===== config.mk =====
export PLATFORM = sky130hd
export DESIGN_NAME = ins_cache_ctrl
export DESIGN_NICKNAME = d
export VERILOG_FILES = /design/src/rtl/ins_cache_ctrl_pkg.sv /design/src/rtl/ic_line_array.sv /design/src/rtl/ins_cache_ctrl.sv
export SDC_FILE = /design/constraint.sdc
export NUM_CORES = 2
export LEC_CHECK = 0
export CAP_MARGIN = 30
export CORE_MARGIN = 8
export CORE_UTILIZATION = 40
export DETAILED_ROUTE_END_ITERATION = 12
export PLACE_DENSITY = 0.55
export SLEW_MARGIN = 20
export SYNTH_ARGS = -nofsm -noshare
export SYNTH_HDL_FRONTEND = slang
export SYNTH_SLANG_ARGS = --single-unit
export TNS_END_PERCENT = 5

===== constraint.sdc =====
create_clock -name clk -period 12.95 [get_ports clk]
set_input_delay 1.9425 -clock clk [delete_from_list [all_inputs] [get_ports clk]]
set_output_delay 1.9425 -clock clk [all_outputs]
set_load 0.005 [all_outputs]

===== src/rtl/ins_cache_ctrl_pkg.sv =====
// ins_cache_ctrl_pkg: definitions shared by the instruction cache controller
// and its line array.
//   DAT_W          width of the instruction window returned to the fetcher
//   ICACHE_IDX_W   default number of line index bits
//   ICACHE_OFF_W   default number of byte offset bits (line = 2^OFF_W bytes)
//   ic_state_t     fill FSM encodings (IDLE, FILL, PREF)
package ins_cache_ctrl_pkg;

    localparam int DAT_W        = 32;
    localparam int ICACHE_IDX_W = 4;
    localparam int ICACHE_OFF_W = 4;

    typedef enum logic [1:0] {
        IDLE = 2'd0,
        FILL = 2'd1,
        PREF = 2'd2
    } ic_state_t;

endpackage


===== src/rtl/ic_line_array.sv =====
// ic_line_array: tag, valid and data storage for the direct-mapped
// instruction cache.
//   clk, rst                  clock, synchronous active-high reset (clears valid bits only)
//   rd_idx_a/b                index of the two combinational read ports
//   rd_vld_a/b, rd_tag_a/b    valid bit and stored tag of each read port
//   rd_data_a/b               whole line, byte 0 in bits [7:0]
//   pr_idx/pr_vld/pr_tag      tag probe for the next-line prefetch decision
//                             (present only with ICACHE_NEXTLINE_PREFETCH_EN)
//   wr_en/wr_idx/wr_tag/wr_data  atomic line commit port
import ins_cache_ctrl_pkg::*;

module ic_line_array #(
    parameter int IDX_W  = ICACHE_IDX_W,
    parameter int OFF_W  = ICACHE_OFF_W,
    parameter int TAG_W  = 32 - IDX_W - OFF_W,
    parameter int LINE_W = 8 * (2 ** OFF_W)
) (
    input  logic              clk,
    input  logic              rst,
    input  logic [IDX_W-1:0]  rd_idx_a,
    output logic              rd_vld_a,
    output logic [TAG_W-1:0]  rd_tag_a,
    output logic [LINE_W-1:0] rd_data_a,
    input  logic [IDX_W-1:0]  rd_idx_b,
    output logic              rd_vld_b,
    output logic [TAG_W-1:0]  rd_tag_b,
    output logic [LINE_W-1:0] rd_data_b,
`ifdef ICACHE_NEXTLINE_PREFETCH_EN
    input  logic [IDX_W-1:0]  pr_idx,
    output logic              pr_vld,
    output logic [TAG_W-1:0]  pr_tag,
`endif
    input  logic              wr_en,
    input  logic [IDX_W-1:0]  wr_idx,
    input  logic [TAG_W-1:0]  wr_tag,
    input  logic [LINE_W-1:0] wr_data
);

    localparam int NLINES = 2 ** IDX_W;

    logic [NLINES-1:0] valid_q;
    logic [TAG_W-1:0]  tag_mem  [NLINES];
    logic [LINE_W-1:0] data_mem [NLINES];

    always_ff @(posedge clk) begin
        if (rst) begin
            valid_q <= '0;
        end else if (wr_en) begin
            valid_q[wr_idx] <= 1'b1;
        end
    end

    // Tag and data need no reset: a line is only visible through its valid bit.
    always_ff @(posedge clk) begin
        if (wr_en) begin
            tag_mem[wr_idx]  <= wr_tag;
            data_mem[wr_idx] <= wr_data;
        end
    end

    assign rd_vld_a  = valid_q[rd_idx_a];
    assign rd_tag_a  = tag_mem[rd_idx_a];
    assign rd_data_a = data_mem[rd_idx_a];
    assign rd_vld_b  = valid_q[rd_idx_b];
    assign rd_tag_b  = tag_mem[rd_idx_b];
    assign rd_data_b = data_mem[rd_idx_b];

`ifdef ICACHE_NEXTLINE_PREFETCH_EN
    assign pr_vld = valid_q[pr_idx];
    assign pr_tag = tag_mem[pr_idx];
`endif

endmodule


===== src/rtl/ins_cache_ctrl.sv =====
// ins_cache_ctrl: direct-mapped instruction cache with a combinational
// lookup (RV32I / RV32C, including 32-bit instructions straddling two lines)
// and a byte-serial line fill from the memory controller.
//   clk, rst      clock, synchronous active-high reset
//   en            global enable; low freezes the FSM and the line array
//   if_pc_i       fetch PC (halfword aligned)
//   if_en_i       fill request from the fetcher on a miss
//   if_en_o       hit: if_ins_o holds bytes pc..pc+3 (little-endian)
//   if_ins_o      instruction window
//   mc_en_o       line-fill request, held for the whole fill
//   mc_addr_o     base address of the line being filled
//   mc_vld_i      mc_byte_i carries the next sequential byte of the line
//   mc_byte_i     fill byte
// Build option: define ICACHE_NEXTLINE_PREFETCH_EN to fill line L+1 right
// after a demand fill of line L when L+1 is not resident.
import ins_cache_ctrl_pkg::*;

module ins_cache_ctrl #(
    parameter int IDX_W = ICACHE_IDX_W,
    parameter int OFF_W = ICACHE_OFF_W
) (
    input  logic             clk,
    input  logic             rst,
    input  logic             en,
    input  logic [31:0]      if_pc_i,
    input  logic             if_en_i,
    output logic             if_en_o,
    output logic [DAT_W-1:0] if_ins_o,
    output logic             mc_en_o,
    output logic [31:0]      mc_addr_o,
    input  logic             mc_vld_i,
    input  logic [7:0]       mc_byte_i
);

    localparam int TAG_W  = 32 - IDX_W - OFF_W;
    localparam int LNUM_W = 32 - OFF_W;          // line number = {tag, idx}
    localparam int LINE_B = 2 ** OFF_W;
    localparam int LINE_W = 8 * LINE_B;

    // Lookup: line A holds pc, line B is the next line (used for straddles)
    logic [LNUM_W-1:0] lnum_a, lnum_b;
    logic [OFF_W-1:0]  off;
    logic              vld_a, vld_b;
    logic [TAG_W-1:0]  rtag_a, rtag_b;
    logic [LINE_W-1:0] data_a, data_b;
    logic              hit_a, hit_b, straddle;
    logic [2*LINE_W-1:0] win;

    assign lnum_a = if_pc_i[31:OFF_W];
    assign lnum_b = lnum_a + LNUM_W'(1);
    assign off    = if_pc_i[OFF_W-1:0];

    assign hit_a = vld_a && (rtag_a == lnum_a[LNUM_W-1:IDX_W]);
    assign hit_b = vld_b && (rtag_b == lnum_b[LNUM_W-1:IDX_W]);

    // A 32-bit encoding (low bits 11) starting in the last halfword spills into line B.
    assign straddle = (off == OFF_W'(LINE_B - 2)) && (data_a[{off, 3'b000} +: 2] == 2'b11);

    assign if_en_o  = hit_a && (!straddle || hit_b);
    assign win      = {data_b, data_a};
    assign if_ins_o = win[{off, 3'b000} +: DAT_W];

    // Fill FSM
    ic_state_t         state_q, state_d;
    logic [OFF_W-1:0]  cnt_q, cnt_d;
    logic [LNUM_W-1:0] fill_lnum_q, fill_lnum_d;
    logic [LINE_W-1:0] stage_q;
    logic              commit;
    logic [LINE_W-1:0] commit_data;

    // The last byte bypasses the staging buffer so the line commits on its edge.
    assign commit_data = {mc_byte_i, stage_q[LINE_W-9:0]};

`ifdef ICACHE_NEXTLINE_PREFETCH_EN
    logic [LNUM_W-1:0] next_lnum;
    logic              next_vld;
    logic [TAG_W-1:0]  next_rtag;
    logic              next_hit;

    assign next_lnum = fill_lnum_q + LNUM_W'(1);
    assign next_hit  = next_vld && (next_rtag == next_lnum[LNUM_W-1:IDX_W]);
`endif

    always_comb begin
        state_d     = state_q;
        cnt_d       = cnt_q;
        fill_lnum_d = fill_lnum_q;
        commit      = 1'b0;
        if (en) begin
            case (state_q)
                IDLE: begin
                    if (if_en_i && !if_en_o) begin
                        state_d     = FILL;
                        cnt_d       = '0;
                        fill_lnum_d = hit_a ? lnum_b : lnum_a;
                    end
                end
                FILL, PREF: begin
                    if (mc_vld_i) begin
                        cnt_d = cnt_q + OFF_W'(1);
                        if (cnt_q == '1) begin
                            commit  = 1'b1;
                            state_d = IDLE;
`ifdef ICACHE_NEXTLINE_PREFETCH_EN
                            // Only a demand fill may trigger a prefetch; PREF never chains.
                            if (state_q == FILL && !next_hit) begin
                                state_d     = PREF;
                                fill_lnum_d = next_lnum;
                            end
`endif
                        end
                    end
                end
                default: state_d = IDLE;
            endcase
        end
    end

    always_ff @(posedge clk) begin
        if (rst) begin
            state_q     <= IDLE;
            cnt_q       <= '0;
            fill_lnum_q <= '0;
        end else begin
            state_q     <= state_d;
            cnt_q       <= cnt_d;
            fill_lnum_q <= fill_lnum_d;
        end
    end

    always_ff @(posedge clk) begin
        if (en && mc_en_o && mc_vld_i) begin
            stage_q[{cnt_q, 3'b000} +: 8] <= mc_byte_i;
        end
    end

    assign mc_en_o   = (state_q != IDLE);
    assign mc_addr_o = {fill_lnum_q, OFF_W'(0)};

    ic_line_array #(
        .IDX_W  (IDX_W),
        .OFF_W  (OFF_W),
        .TAG_W  (TAG_W),
        .LINE_W (LINE_W)
    ) u_lines (
        .clk       (clk),
        .rst       (rst),
        .rd_idx_a  (lnum_a[IDX_W-1:0]),
        .rd_vld_a  (vld_a),
        .rd_tag_a  (rtag_a),
        .rd_data_a (data_a),
        .rd_idx_b  (lnum_b[IDX_W-1:0]),
        .rd_vld_b  (vld_b),
        .rd_tag_b  (rtag_b),
        .rd_data_b (data_b),
`ifdef ICACHE_NEXTLINE_PREFETCH_EN
        .pr_idx    (next_lnum[IDX_W-1:0]),
        .pr_vld    (next_vld),
        .pr_tag    (next_rtag),
`endif
        .wr_en     (commit),
        .wr_idx    (fill_lnum_q[IDX_W-1:0]),
        .wr_tag    (fill_lnum_q[LNUM_W-1:IDX_W]),
        .wr_data   (commit_data)
    );

endmodule


==> flow_summary_export.csv <==
group,metric,value,unit
outcome,status,"completed",
detailed_routing,drt_wl_total,313800,um
layout,syn_to_final_growth,13.72,%
flow_run,max_cap_violations,0,
detailed_routing,viasPerCell,6.045,
power_and_ir_drop,switching_share,21.33,%
clocking,clk_pin_slew,0.06,ns
power_and_ir_drop,power_switching,0.003901,W
critical_path,critPathMaxStageDelay,0.68,ns
floorplan,row_count,192,
sta,finalSetupTns,0,ns
synthesis,mappedNetlistArea,109700,um^2
placed_design,gp_congestion,0.9031,
critical_path,critPathMaxFanout,65,
power_and_ir_drop,ir_drop,0.1014,mV
sta,drv_slew,0,
power_and_ir_drop,seqPwrFrac,50.1,%
synthesis,ys_seq_area_share,70.75,%
clocking,ctsResizeCount,0,
clocking,htreeDepth,5,
clocking,clockBufferDepth,4,
synthesis,synth_edf_count,2552,
sta,fmax,108.0,MHz
floorplan,initial_core_util,40.16,%
synthesis,synthArstFlopShare,0,%
power_and_ir_drop,clkPwrFrac,45.1,%
power_and_ir_drop,p_per_area,146.6,nW/um^2
power_and_ir_drop,leakagePower,38.94,nW
floorplan,die-area,291300,um^2
critical_path,critPathArrivalTime,7.32,ns
detailed_routing,drt.antenna.violating_nets,0,
clocking,post_cts_buffers,0,
sta,max_slew.worst_pin.slew,1.087,ns
layout,drive_above_1_share,28.15,%
sta,period_needed,9.262,ns
detailed_routing,via_count,56320,
grt,grtUsageTotal,21.00,%
sta,period_share,71.52,%
synthesis,synthCells,5279,
detailed_routing,drt_iter0_markers,6309,
critical_path,endpoint_kind,"output port",
clocking,clock_sinks,2601,
critical_path,crit_chain,"buf_8 > buf_4 > mux4_2 > mux2i_1 > xnor2_1 > nor4_1 > a22oi_1 > nor2_1 > nand3_2 > nor2b_1 > clkdlybuf4s50_1",
clocking,cts_buffers,290,
synthesis,synth_flop_cell,"edfxtp_1",
synthesis,yosysTopAreaCell,"edfxtp_1",
grt,grt_antenna_before_repair,14,
critical_path,crit_slowest_cell,"nand3_2",
clocking,clock_latency,0.89,ns
clocking,cts_hold_buffers,0,
detailed_routing,first_pass_iters,6,
floorplan,core,273100,um^2
synthesis,synth_top_area_share,69.86,%
floorplan,io_pins,111,
sta,grt_setup_unrepaired,"no",
placed_design,io_buffers,106,
placed_design,dpl.hpwl,169800,um
synthesis,synth_cell_types,78,
clocking,cts_tree,"done",
grt,grt_pass1_wl,442400,um
power_and_ir_drop,p_int,0.01439,W
critical_path,setup.worst_path.class,"primary input to output port",
critical_path,rr_worst_depth,7,
detailed_routing,wl_per_cell,33.68,um
layout,fin_cells,9316,
sta,slew_headroom,27.53,%
power_and_ir_drop,comb_power_share,4.8,%
synthesis,synthTopCellsByArea,"edfxtp_1 (70%), mux4_2 (19%), mux2i_1 (1.5%)",
sta,setup_viol,0,
floorplan,die_w,539.7,um
synthesis,avgSynthCellArea,20.78,um^2
floorplan,die_height,539.7,um
placed_design,dpl.cell_count,8782,
sta,hold_viol,0,
clocking,cts_root_buf,"clkbuf_16",
grt,grt_pass1_vias,57540,
grt,grt_overflow,0,
grt,grt_max_degree,133,
synthesis,ys_warn_count,0,
layout,finalNetCount,5540,
critical_path,startpoint_type,"primary input",
min_path,holdPathStages,1,
synthesis,ys_ff_latch,2601,
sta,finClkSkew,0.03687,ns
critical_path,crit_required,11.01,ns
min_path,hp-class,"flop to flop",
detailed_routing,drc_errors,0,
==> final timing paths <==
path,start,slack [ns],end
setup / recovery,if_pc_i[4],3.69,if_en_o
hold / removal,u_lines.valid_q[6]$_SDFFE_PP0P_,0.49,u_lines.valid_q[6]$_SDFFE_PP0P_
setup reg to reg,state_q[0]$_SDFFE_PP0P_,8.12,u_lines.data_mem[6][105]$_DFFE_PP_
hold reg to reg,u_lines.valid_q[6]$_SDFFE_PP0P_,0.49,u_lines.valid_q[6]$_SDFFE_PP0P_
==> critical path, delay by kind of cell <==
kind            cells  cell delay (ns)
buf+inv             3             1.71
mux                 2             1.21
compound gates      1             0.15
xor+xnor            1             0.19
simple gates        4             1.93
==> routing by layer <==
| metal | routed length [um] | vias to the layer above | part of all wire [%] | GRT usage (%) |
|---|---|---|---|---|
| met5 | 0 | - | 0 | 0 |
| met4 | 7796 | 0 | 2.5 | 5.094 |
| met1 | 134200 | 31010 | 43 | 30.09 |
| met3 | 20570 | 444 | 6.6 | 3.128 |
| met2 | 151200 | 2150 | 48 | 34.10 |
| li1 | - | 22720 | - | - |
==> kinds of logic after synthesis <==
logic type | after synthesis | synth area share, %
compound gates | 328 | 1.949
simple gates | 740 | 3.166
xor+xnor | 73 | 0.6068
buf+inv | 367 | 1.779
fa+ha+maj | 5 | 0.05703
mux | 1164 | 21.68
flops | 2601 | 70.75
other cells | 1 | 0.003419
==> metrics by stage <==
| stage | setup slack [ns] | util [%] | hold slack, ns | total power [W] | instance area [um^2] |
|---|---|---|---|---|---|
| 2_1_floorplan | -0.7240 | - | 0.4519 | 0.009903 | 109700 |
| 6_report | 3.688 | 45.67 | 0.4890 | 0.01829 | 124800 |
| 3_5_place_dp | 3.683 | 42.16 | 0.4754 | 0.01022 | 115200 |
| 5_1_grt | 3.484 | 45.67 | 0.5012 | 0.01878 | 124700 |
| 4_1_cts | 3.699 | 45.63 | 0.4889 | 0.01844 | 124600 |
| 3_3_place_gp | 3.678 | 42.10 | 0.4641 | 0.01022 | 115000 |
==> synth_stat cells, types with 7 or more instances <==
library cell and n:
or3_1 24, clkbuf_1 121, a21oi_1 88, a31oi_1 18
and3_1 13, xnor2_1 62, buf_4 51, o31ai_1 7
nor2_1 173, o21ai_0 81, nor2b_1 34, a22o_1 7
nand2_1 279, or4_1 9, dfxtp_1 49, inv_1 22
a221oi_1 14, mux2i_1 159, mux4_2 930, buf_2 107
a22oi_1 20, o221ai_1 14, mux4_1 27, edfxtp_1 2552
and2_1 99, nor3_1 20, mux2_2 43, o21a_1 11
xor2_1 9, nand4_1 14, buf_1 35, nand3_1 43
buf_6 23, a211oi_1 12, o211ai_1 13
==> flip-flops by register name, summed over array words and instances (netlist names) <==
name	count
fill_lnum_q	28
u_lines.valid_q	16
u_lines.tag_mem	384
cnt_q	4
u_lines.data_mem	2048
stage_q	120
state_q	1
==> cell usage in the layout (no fill, tap or decap), types with 14 or more instances in the layout <==
cell type / instances
a21oi_1: 88
a221oi_1: 14
a22oi_1: 20
a31oi_1: 18
and2_1: 96
buf_12: 29
buf_4: 118
bufinv_16: 33
clkbuf_1: 54
clkbuf_16: 297
clkdlybuf4s50_1: 95
clkinv_1: 56
clkinv_2: 42
dfxtp_1: 49
edfxtp_1: 2552
inv_1: 20
mux2_2: 43
mux2i_1: 159
mux4_1: 27
mux4_2: 930
nand2_1: 279
nand3_1: 43
nand4_1: 14
nor2_1: 147
nor2_4: 17
nor2b_1: 33
o21ai_0: 81
o221ai_1: 14
or3_1: 24
xnor2_1: 60
==> power groups by stage <==
stage	logic (W)	clock network [W]	registers [W]
global route	0.000929	0.00870	0.00916
floorplan	0.000580	0	0.00932
finish	0.000882	0.00825	0.00916
CTS	0.000890	0.00839	0.00916
global placement	0.000888	0	0.00933
detailed placement	0.000889	0	0.00934
==> final cells by class <==
type | count | area (um^2)
fill | 22730 | 148400
sequential | 2601 | 77610
multi-input combinational | 2314 | 30400
clock buffer | 356 | 7704
tap | 3589 | 4491
timing repair buffer | 258 | 2669
clock inverter | 165 | 1753
inverter | 25 | 103.9
antenna | 8 | 20.02
Power figures use the tool's default switching activity.
